$ cat src/rtl/mmio_regbank_v2.sv
// -----------------------------------------------------------------------------
// mmio_regbank_v2
//   CPU-visible register file sitting between a PicoRV32-style MMI bus and the
//   peripheral blocks. Addresses 0..NSTAT-1 are status registers loaded by the
//   peripherals (read-only from the CPU, each with a read-to-clear pending bit
//   feeding a maskable level interrupt). Addresses NSTAT..NREG-1 are control
//   registers written by the CPU under byte strobes, each producing a one-cycle
//   pulse after a write. Addresses at or above NREG read as zero and ignore
//   writes. The bus acknowledge arrives RD_LAT cycles after the request is
//   accepted.
//
// Ports
//   clk           clock, rising edge
//   rst           synchronous reset, active low
//   mmi_valid     bus request, held until mmi_ready
//   mmi_wstrb     byte write strobes (all zero = read)
//   mmi_ready     one-cycle transaction acknowledge
//   i_mmi_wdata   write data
//   o_mmi_rdata   read data, valid while mmi_ready is high
//   i_mmi_addr    register address
//   i_stat        peripheral status data, slice k -> register k
//   i_stat_we     per-status-register load enable
//   o_ctrl        control register contents, slice j -> register NSTAT+j
//   o_ctrl_pulse  one-cycle pulse after a CPU write to control register j
//   o_irq         level interrupt, |(pending & IRQ_MASK) delayed one cycle
// -----------------------------------------------------------------------------
module mmio_regbank_v2 #(
  parameter int unsigned       DW       = 32,
  parameter int unsigned       AW       = 3,
  parameter int unsigned       NREG     = 8,
  parameter int unsigned       NSTAT    = 3,
  parameter int unsigned       RD_LAT   = 1,
  parameter logic [NSTAT-1:0]  IRQ_MASK = {NSTAT{1'b1}}
) (
  input  logic                        clk,
  input  logic                        rst,
  input  logic                        mmi_valid,
  input  logic [DW/8-1:0]             mmi_wstrb,
  output logic                        mmi_ready,
  input  logic [DW-1:0]               i_mmi_wdata,
  output logic [DW-1:0]               o_mmi_rdata,
  input  logic [AW-1:0]               i_mmi_addr,
  input  logic [NSTAT*DW-1:0]         i_stat,
  input  logic [NSTAT-1:0]            i_stat_we,
  output logic [(NREG-NSTAT)*DW-1:0]  o_ctrl,
  output logic [NREG-NSTAT-1:0]       o_ctrl_pulse,
  output logic                        o_irq
);

  localparam int unsigned NCTRL = NREG - NSTAT;
  localparam int unsigned NB    = DW / 8;

  typedef enum logic [1:0] {
    S_IDLE,
    S_WAIT,
    S_RESP
  } state_t;

  state_t            state_q, state_d;
  logic [2:0]        cnt_q, cnt_d;
  logic [AW-1:0]     addr_q, addr_d;
  logic              is_rd_q, is_rd_d;

  logic [DW-1:0]     stat_q [NSTAT];
  logic [DW-1:0]     stat_d [NSTAT];
  logic [DW-1:0]     ctrl_q [NCTRL];
  logic [DW-1:0]     ctrl_d [NCTRL];
  logic [NSTAT-1:0]  pend_q, pend_d;
  logic [NCTRL-1:0]  pulse_q, pulse_d;
  logic [DW-1:0]     rdata_q, rdata_d;
  logic              irq_q, irq_d;

  logic              accept;
  logic              req_wr;
  logic              enter_resp;
  logic [AW-1:0]     rd_addr;
  logic              rd_kind;
  logic [DW-1:0]     rd_val;

  assign accept     = (state_q == S_IDLE) && mmi_valid;
  assign req_wr     = |mmi_wstrb;
  assign enter_resp = (state_d == S_RESP) && (state_q != S_RESP);

  // With RD_LAT=1 the RESP-entry edge is the accept edge itself, so the read
  // address/kind must come straight from the bus rather than the latches.
  assign rd_addr = (state_q == S_IDLE) ? i_mmi_addr : addr_q;
  assign rd_kind = (state_q == S_IDLE) ? ~req_wr    : is_rd_q;

  // ---------------------------------------------------------------------------
  // Handshake FSM
  // ---------------------------------------------------------------------------
  always_comb begin
    state_d = state_q;
    cnt_d   = cnt_q;
    addr_d  = addr_q;
    is_rd_d = is_rd_q;
    unique case (state_q)
      S_IDLE: begin
        if (mmi_valid) begin
          addr_d  = i_mmi_addr;
          is_rd_d = ~req_wr;
          if (RD_LAT <= 1) begin
            state_d = S_RESP;
          end else begin
            state_d = S_WAIT;
            cnt_d   = 3'(RD_LAT - 1);
          end
        end
      end
      S_WAIT: begin
        if (cnt_q <= 3'd1) begin
          state_d = S_RESP;
        end else begin
          cnt_d = cnt_q - 3'd1;
        end
      end
      S_RESP: begin
        state_d = S_IDLE;
      end
      default: begin
        state_d = S_IDLE;
      end
    endcase
  end

  // ---------------------------------------------------------------------------
  // Register file next state
  // ---------------------------------------------------------------------------
  always_comb begin
    stat_d  = stat_q;
    ctrl_d  = ctrl_q;
    pend_d  = pend_q;
    pulse_d = '0;
    rdata_d = rdata_q;
    irq_d   = |(pend_q & IRQ_MASK);

    // Clear-on-read is applied before the load so a same-edge load wins.
    for (int unsigned k = 0; k < NSTAT; k++) begin
      if (accept && !req_wr && (i_mmi_addr == AW'(k))) begin
        pend_d[k] = 1'b0;
      end
      if (i_stat_we[k]) begin
        stat_d[k] = i_stat[k*DW +: DW];
        pend_d[k] = 1'b1;
      end
    end

    for (int unsigned j = 0; j < NCTRL; j++) begin
      if (accept && req_wr && (i_mmi_addr == AW'(NSTAT + j))) begin
        pulse_d[j] = 1'b1;
        for (int unsigned b = 0; b < NB; b++) begin
          if (mmi_wstrb[b]) begin
            ctrl_d[j][b*8 +: 8] = i_mmi_wdata[b*8 +: 8];
          end
        end
      end
    end

    if (enter_resp && rd_kind) begin
      rdata_d = rd_val;
    end
  end

  // Full-width address match: anything not decoded reads as zero.
  always_comb begin
    rd_val = '0;
    for (int unsigned k = 0; k < NSTAT; k++) begin
      if (rd_addr == AW'(k)) begin
        rd_val = stat_q[k];
      end
    end
    for (int unsigned j = 0; j < NCTRL; j++) begin
      if (rd_addr == AW'(NSTAT + j)) begin
        rd_val = ctrl_q[j];
      end
    end
  end

  // ---------------------------------------------------------------------------
  // State registers
  // ---------------------------------------------------------------------------
  always_ff @(posedge clk) begin
    if (!rst) begin
      state_q <= S_IDLE;
      cnt_q   <= '0;
      addr_q  <= '0;
      is_rd_q <= 1'b0;
      stat_q  <= '{default: '0};
      ctrl_q  <= '{default: '0};
      pend_q  <= '0;
      pulse_q <= '0;
      rdata_q <= '0;
      irq_q   <= 1'b0;
    end else begin
      state_q <= state_d;
      cnt_q   <= cnt_d;
      addr_q  <= addr_d;
      is_rd_q <= is_rd_d;
      stat_q  <= stat_d;
      ctrl_q  <= ctrl_d;
      pend_q  <= pend_d;
      pulse_q <= pulse_d;
      rdata_q <= rdata_d;
      irq_q   <= irq_d;
    end
  end

  // ---------------------------------------------------------------------------
  // Outputs
  // ---------------------------------------------------------------------------
  assign mmi_ready    = (state_q == S_RESP);
  assign o_mmi_rdata  = rdata_q;
  assign o_ctrl_pulse = pulse_q;
  assign o_irq        = irq_q;

  for (genvar j = 0; j < NCTRL; j++) begin : g_ctrl
    assign o_ctrl[j*DW +: DW] = ctrl_q[j];
  end

endmodule
$ cat config.mk
export PLATFORM = sky130hd
export DESIGN_NAME = mmio_regbank_v2
export DESIGN_NICKNAME = d
export VERILOG_FILES = /design/src/rtl/mmio_regbank_v2.sv
export SDC_FILE = /design/constraint.sdc
export NUM_CORES = 1
export LEC_CHECK = 0
export CORE_AREA = 2 2 215 217
export DETAILED_ROUTE_END_ITERATION = 16
export DIE_AREA = 0 0 217 219
export PLACE_DENSITY_LB_ADDON = 0.25
export RECOVER_POWER = 100
export SLEW_MARGIN = 0
export SYNTH_ARGS = -nofsm -noshare
export SYNTH_HDL_FRONTEND = slang
export SYNTH_SLANG_ARGS = --single-unit
$ cat constraint.sdc
create_clock -name clk -period 4.85 [get_ports clk]
set_input_delay 0.485 -clock clk [delete_from_list [all_inputs] [get_ports clk]]
set_output_delay 0.485 -clock clk [all_outputs]
set_load 0.005 [all_outputs]
==> flow_summary_export.csv, run 1 <==
group,metric,value,unit
run,cap_violations,2,
routing,via_per_inst,5.32,
setup_path,critical_path_class,"in2reg",
placement,post-place-ws,1.48,ns
routing,wl_per_cell,23.4,um
die,start_util,0.297,
logic_synthesis,yosys_warnings,0,
routing,drtIter0Drc,1222,
sta,rsz0062_at_grt,"false",
power_and_ir_drop,ir_worst_vdd,0.209,mV
placement,dp_hpwl,42900,um
clock_tree,clkTransAtPathRegs,0.06,ns
die,dieHeight,219,um
clock_tree,cts.sinks,306,
clock_tree,cts-hold-fix-buffers,0,
clock_tree,ctsRootBufferMaster,"clkbuf_16",
run_status,violations,"capacitance limit, slew limit",
sta,post-route-min-period,3.69,ns
setup_path,cpPeakStageDelay,0.92,ns
sta,tightest_slew,1.73,ns
global_route,grt_pass1_vias,12800,
sta,worst_clock_skew,0.0284,ns
setup_path,cp_max_fo,16,
power_and_ir_drop,power_density,339,nW/um2
routing,wl,59200,um
min_path,hold_path_class,"in2reg",
routing,route.detailed.drc,0,
clock_tree,ctsResizeCount,0,
clock_tree,cts_tree,"yes",
logic_synthesis,synth_most_common_cell,"nand2_1",
setup_path,crit_chain,"dlygate4sd3_1, or4b_1, o22ai_1, clkbuf_1, a221oi_1, o21ai_0, nand4_1, a21oi_1",
logic_synthesis,postSynthNetCount,1772,
logic_synthesis,synthTopCellsByCount,"nand2_1, dfxtp_1, a21oi_1",
power_and_ir_drop,power.total,0.00623,W
global_route,grt_first_pass_wirelength,84700,um
placement,place_congestion,0.881,
logic_synthesis,yosysTopAreaCell,"dfxtp_1",
sta,period_share,0.760,
sta,slew_violations,30,
die,ioPinCount,340,
sta,fin_ws,1.16,ns
power_and_ir_drop,leakagePower,7.22,nW
routing,ant_nets,0,
global_route,gr-usage-all-layers,0.240,
routing,dr.pass1.iters,6,
logic_synthesis,synth_edf_count,0,
placement,place.port_buffers,339,
setup_path,cp-end-kind,"flop",
setup_path,arrival,4.14,ns
logic_synthesis,synth.top_cell.area_share,0.457,
sta,setup_tns,0,ns
die,dieArea,47500,um2
clock_tree,postCtsSetupRepairBufs,0,
logic_synthesis,synth_area_leaders,"dfxtp_1, mux2i_1, nand2_1",
die,row_count,78,
die,die_x,217,um
logic_synthesis,synth_seq_cells,306,
sta,finalHoldViolations,0,
logic_synthesis,syn_area,13400,um2
logic_synthesis,ys.flop_type,"dfxtp_1",
global_route,antenna_found_initial,3,
clock_tree,insertion_delay,0.57,ns
setup_path,required,5.31,ns
logic_synthesis,ys_types,57,
clock_tree,cts_buffers,37,
logic_synthesis,synth_area_per_cell,8.22,um2
logic_synthesis,syn_inst,1629,
sta,slew-limit-headroom,-0.162,
layout,layout-drive-gt1-share,0.0565,
global_route,grt_overflow,0,
clock_tree,htreeDepth,2,
logic_synthesis,yosysSeqAreaShare,0.457,
setup_path,cp-start-kind,"primary input",
routing,route.vias.total,13500,
layout,final_nets,2045,
setup_path,crit_path_top_delay_cell,"o22ai_1",
run_status,outcome,"complete, but fails checks",
die,fp.coreArea,45100,um2
logic_synthesis,synthArstFlopShare,0,
clock_tree,cts_buffer_depth,3,
sta,timing.fmax,271,MHz
layout,syn2layout_area_growth,37.1,%
sta,setup-violations-final,0,
global_route,grt_max_degree,163,
## cell type report
cell class / instances / area (um2)
fill: 4587 / 26700
multi-input combinational: 1187 / 6630
sequential: 306 / 6130
timing repair buffer: 364 / 3550
clock buffer: 54 / 1100
tap: 600 / 751
clock inverter: 12 / 168
inverter: 6 / 30.0
antenna: 1 / 2.50
## flip-flops by register name, summed over array words and instances (netlist names), 2 cells and up
name and cells:
o_ctrl 160, stat_q 96, o_mmi_rdata 32, o_ctrl_pulse 5, addr_q 3, cnt_q 3
pend_q 3, state_q 2
## worst paths after layout
path | start | end | slack [ns] | cells after the start
max | i_mmi_addr[0] | o_mmi_rdata[6]$_SDFFE_PN0P_ | 1.16 | 8
min | mmi_wstrb[2] | is_rd_q$_SDFFE_PN0P_ | 0.37 | 4
max reg2reg | state_q[1]$_SDFF_PN0_ | o_ctrl[92]$_SDFFE_PN0P_ | 1.18 | 8
min reg2reg | o_ctrl[45]$_SDFFE_PN0P_ | o_ctrl[45]$_SDFFE_PN0P_ | 0.47 | 2
## kinds of logic (layout without fill, tap and decap cells)
family / after synthesis / count (layout) / synth area share
buffers and inverters: 136 / 436 / 0.0459
muxes: 138 / 138 / 0.104
other: 0 / 1 / 0
and+or+nand+nor: 667 / 667 / 0.222
adders and majority gates: 2 / 2 / 0.00187
AOI/OAI and AO/OA: 378 / 378 / 0.167
xor gates and xnor gates: 2 / 2 / 0.00131
DFF: 306 / 306 / 0.457
## where the power goes
| group | leakage (nW) | total (W) | internal [W] | switching, W |
|---|---|---|---|---|
| combinational | 4.11 | 0.000680 | 0.000272 | 0.000408 |
| clock | 0.623 | 0.00291 | 0.00174 | 0.00117 |
| sequential | 2.49 | 0.00264 | 0.00258 | 0.0000572 |
## per-layer routing
| metal | part of all wire | global-route usage | up-vias |
|---|---|---|---|
| li1 | - | - | 6290 |
| met1 | 0.38 | 0.280 | 6414 |
| met2 | 0.47 | 0.399 | 619 |
| met3 | 0.090 | 0.0669 | 134 |
| met4 | 0.063 | 0.134 | 6 |
| met5 | 0.00066 | 0 | - |
## critical path: cells and delay by family
family	cells	cell delay, ns
AND/OR/NAND/NOR	2	0.59
AO/OA/AOI/OAI	4	1.42
buffers and inverters	2	1.64
## stage by stage
stage	area, um2	instances	hold slack [ns]	utilization
floorplan	13400	1629	0.438	-
global placement	17200	2463	0.457	0.381
detailed placement	17200	2463	0.462	0.381
CTS	18400	2529	0.364	0.409
global route	18400	2529	0.383	0.407
finish	18400	2530	0.371	0.407
## layout by cell type, fill, tap and decap left out, types with 3 or more instances in the layout
| cell type | synthesis | routed |
|---|---|---|
| a22oi_1 | 24 | 24 |
| a221oi_1 | 24 | 24 |
| buf_2 | 29 | 5 |
| dfxtp_1 | 306 | 306 |
| nor4_1 | 2 | 3 |
| clkbuf_1 | 84 | 10 |
| nand3_1 | 166 | 166 |
| clkbuf_8 | 0 | 11 |
| nand2_1 | 307 | 307 |
| o22a_1 | 22 | 22 |
| nor2_1 | 130 | 130 |
| nor2b_1 | 3 | 3 |
| nand4_1 | 22 | 22 |
| inv_1 | 5 | 5 |
| mux2i_1 | 131 | 130 |
| a211oi_1 | 3 | 3 |
| nand2b_1 | 5 | 5 |
| dlygate4sd3_1 | 0 | 201 |
| mux2i_2 | 3 | 3 |
| o22ai_1 | 8 | 9 |
| buf_4 | 6 | 20 |
| o2111ai_1 | 4 | 4 |
| clkbuf_16 | 0 | 37 |
| bufinv_16 | 0 | 3 |
| clkdlybuf4s50_1 | 0 | 133 |
| o21ai_0 | 70 | 70 |
| and2_1 | 4 | 4 |
| a21oi_1 | 204 | 203 |
| a31oi_1 | 6 | 6 |
| nor3_1 | 8 | 9 |
| clkinv_2 | 0 | 4 |
| mux2_2 | 4 | 4 |
No activity file was read; power rests on OpenSTA's default activity.
==> inputs of run 2 (changes only) <==
- clock period: 4.85 -> 3.7 ns (I/O delays scaled with it)
==> run 2 against run 1 <==
Effect of this change:
- the run still ends with capacitance limit, slew limit left
- worst setup slack lost 0.56 ns
- cell count increased by 1.3%
- non-clock buffer count rose by 34
- core utilization up 0.81 points
- critical path depth down 3
- sequential power grew 31%
- cell area is 2.0% higher
- critical path type unchanged
- largest power group unchanged
==> flow_summary_export.csv, run 2 (synthesis gave the netlist of run 1 again) <==
group,metric,value,unit
run_status,outcome,"complete, but fails checks",
run_status,violations,"capacitance limit, slew limit",
die,ioPinCount,340,
sta,setup-violations-final,0,
sta,timing.fmax,323,MHz
sta,worst_clock_skew,0.0103,ns
power_and_ir_drop,ir_worst_vdd,0.222,mV
routing,route.vias.total,13400,
setup_path,crit_path_top_delay_cell,"clkinvlp_4",
clock_tree,ctsResizeCount,0,
power_and_ir_drop,intPower,0.00615,W
setup_path,cp-end-kind,"flop",
sta,slew_violations,82,
routing,dr.pass1.iters,5,
global_route,grt_overflow,0,
die,dieArea,47500,um2
setup_path,required,4.15,ns
layout,final_common_cell,"nand2_1",
setup_path,cpPeakStageDelay,1.21,ns
sta,timing.hold.ws,0.260,ns
placement,placed_area,17500,um2
sta,period_share,0.837,
power_and_ir_drop,swShare,0.257,
routing,route.detailed.drc,0,
clock_tree,cts_tree,"yes",
layout,diodes,0,
layout,syn2layout_area_growth,39.9,%
power_and_ir_drop,clkPwrFrac,0.468,
placement,place_congestion,0.966,
clock_tree,postCtsSetupRepairBufs,0,
layout,most-common-layout-cells,"nand2_1, dfxtp_1, a21oi_1, dlygate4sd3_1, nand3_1",
layout,largest_reg_flops,160,
layout,stdcell_count,2563,
clock_tree,ctsRootBufferMaster,"clkbuf_16",
global_route,gr-usage-all-layers,0.234,
min_path,hold_path_class,"in2reg",
setup_path,arrival,3.55,ns
setup_path,cp_max_fo,82,
die,die_x,217,um
clock_tree,htreeDepth,2,
global_route,grt_pass1_vias,12800,
power_and_ir_drop,p_comb_frac,0.114,
sta,setup_tns,0,ns
routing,via_per_inst,5.24,
global_route,antenna_found_initial,1,
layout,fin_area,18700,um2
sta,fin_ws,0.603,ns
placement,place.port_buffers,339,
clock_tree,insertion_delay,0.55,ns
sta,rsz0062_at_grt,"false",
routing,wl,57400,um
global_route,grt_first_pass_wirelength,83700,um
clock_tree,cts-hold-fix-buffers,0,
die,fp.coreArea,45100,um2
clock_tree,clkTransAtPathRegs,0.06,ns
sta,tightest_slew,1.60,ns
run,cap_violations,1,
setup_path,crit_chain,"dlygate4sd3_1, buf_4, clkinvlp_4, clkbuf_2, a21oi_1",
setup_path,critical_path_class,"in2reg",
sta,slew-limit-headroom,-0.0651,
sta,finalHoldViolations,0,
setup_path,cp-start-kind,"primary input",
placement,post-place-ws,0.650,ns
routing,wl_per_cell,22.4,um
clock_tree,cts_buffer_depth,3,
clock_tree,cts.sinks,306,
power_and_ir_drop,pwr-share-seq,0.417,
routing,drtIter0Drc,1132,
global_route,grt_max_degree,93,
routing,ant_nets,0,
clock_tree,cts_buffers,37,
die,start_util,0.297,
power_and_ir_drop,power_density,442,nW/um2
die,dieHeight,219,um
layout,layout-drive-gt1-share,0.0769,
setup_path,reg2reg_slack,0.69,ns
power_and_ir_drop,netSwitchingPower,0.00212,W
power_and_ir_drop,leakagePower,7.43,nW
die,row_count,78,
layout,fillerInstances,4513,
placement,dp_hpwl,41600,um
layout,final_nets,2079,
sta,post-route-min-period,3.10,ns
placement,dpl.cell_count,2497,
run 2: worst paths after layout:
path / startpoint / to / cells past startpoint
setup / recovery: rst / o_ctrl[154]$_SDFFE_PN0P_ / 5
hold / removal: mmi_wstrb[2] / is_rd_q$_SDFFE_PN0P_ / 4
setup reg to reg: state_q[1]$_SDFF_PN0_ / o_ctrl[51]$_SDFFE_PN0P_ / 7
hold reg to reg: o_ctrl[67]$_SDFFE_PN0P_ / o_ctrl[67]$_SDFFE_PN0P_ / 2
run 2: metal layers:
| layer | global-route usage | vias up | share of wire |
|---|---|---|---|
| li1 | - | 6335 | - |
| met1 | 0.287 | 6478 | 0.40 |
| met2 | 0.410 | 537 | 0.50 |
| met3 | 0.0546 | 75 | 0.076 |
| met4 | 0.0644 | 2 | 0.024 |
| met5 | 0 | - | 0.00019 |
run 2: layout make-up:
type | count | area [um2] | share of cell area
Inverter | 6 | 26.3 | 0.00140
Multi-Input combinational cell | 1187 | 6690 | 0.357
Sequential cell | 306 | 6130 | 0.327
Clock inverter | 11 | 136 | 0.00728
Timing Repair Buffer | 398 | 3840 | 0.205
Clock buffer | 55 | 1160 | 0.0617
Tap cell | 600 | 751 | 0.0401
run 2: power groups by stage:
stage	sequential (W)	clock [W]	combinational [W]
after floorplan	0.00350	0	0.000473
after global placement	0.00352	0	0.000950
after detailed placement	0.00353	0	0.000958
after CTS	0.00345	0.00397	0.000963
after global routing	0.00346	0.00409	0.00102
final	0.00345	0.00387	0.000945
run 2: per-stage QoR:
step	power, W	util
floorplan	0.00397	-
global placement	0.00447	0.387
detailed placement	0.00448	0.387
CTS	0.00838	0.416
global route	0.00857	0.415
finish	0.00827	0.415
run 2: worst max-delay path, delay by kind of cell:
kind / cells / cell delay, ns
compound gates: 1 / 0.30
buf+inv: 4 / 2.87
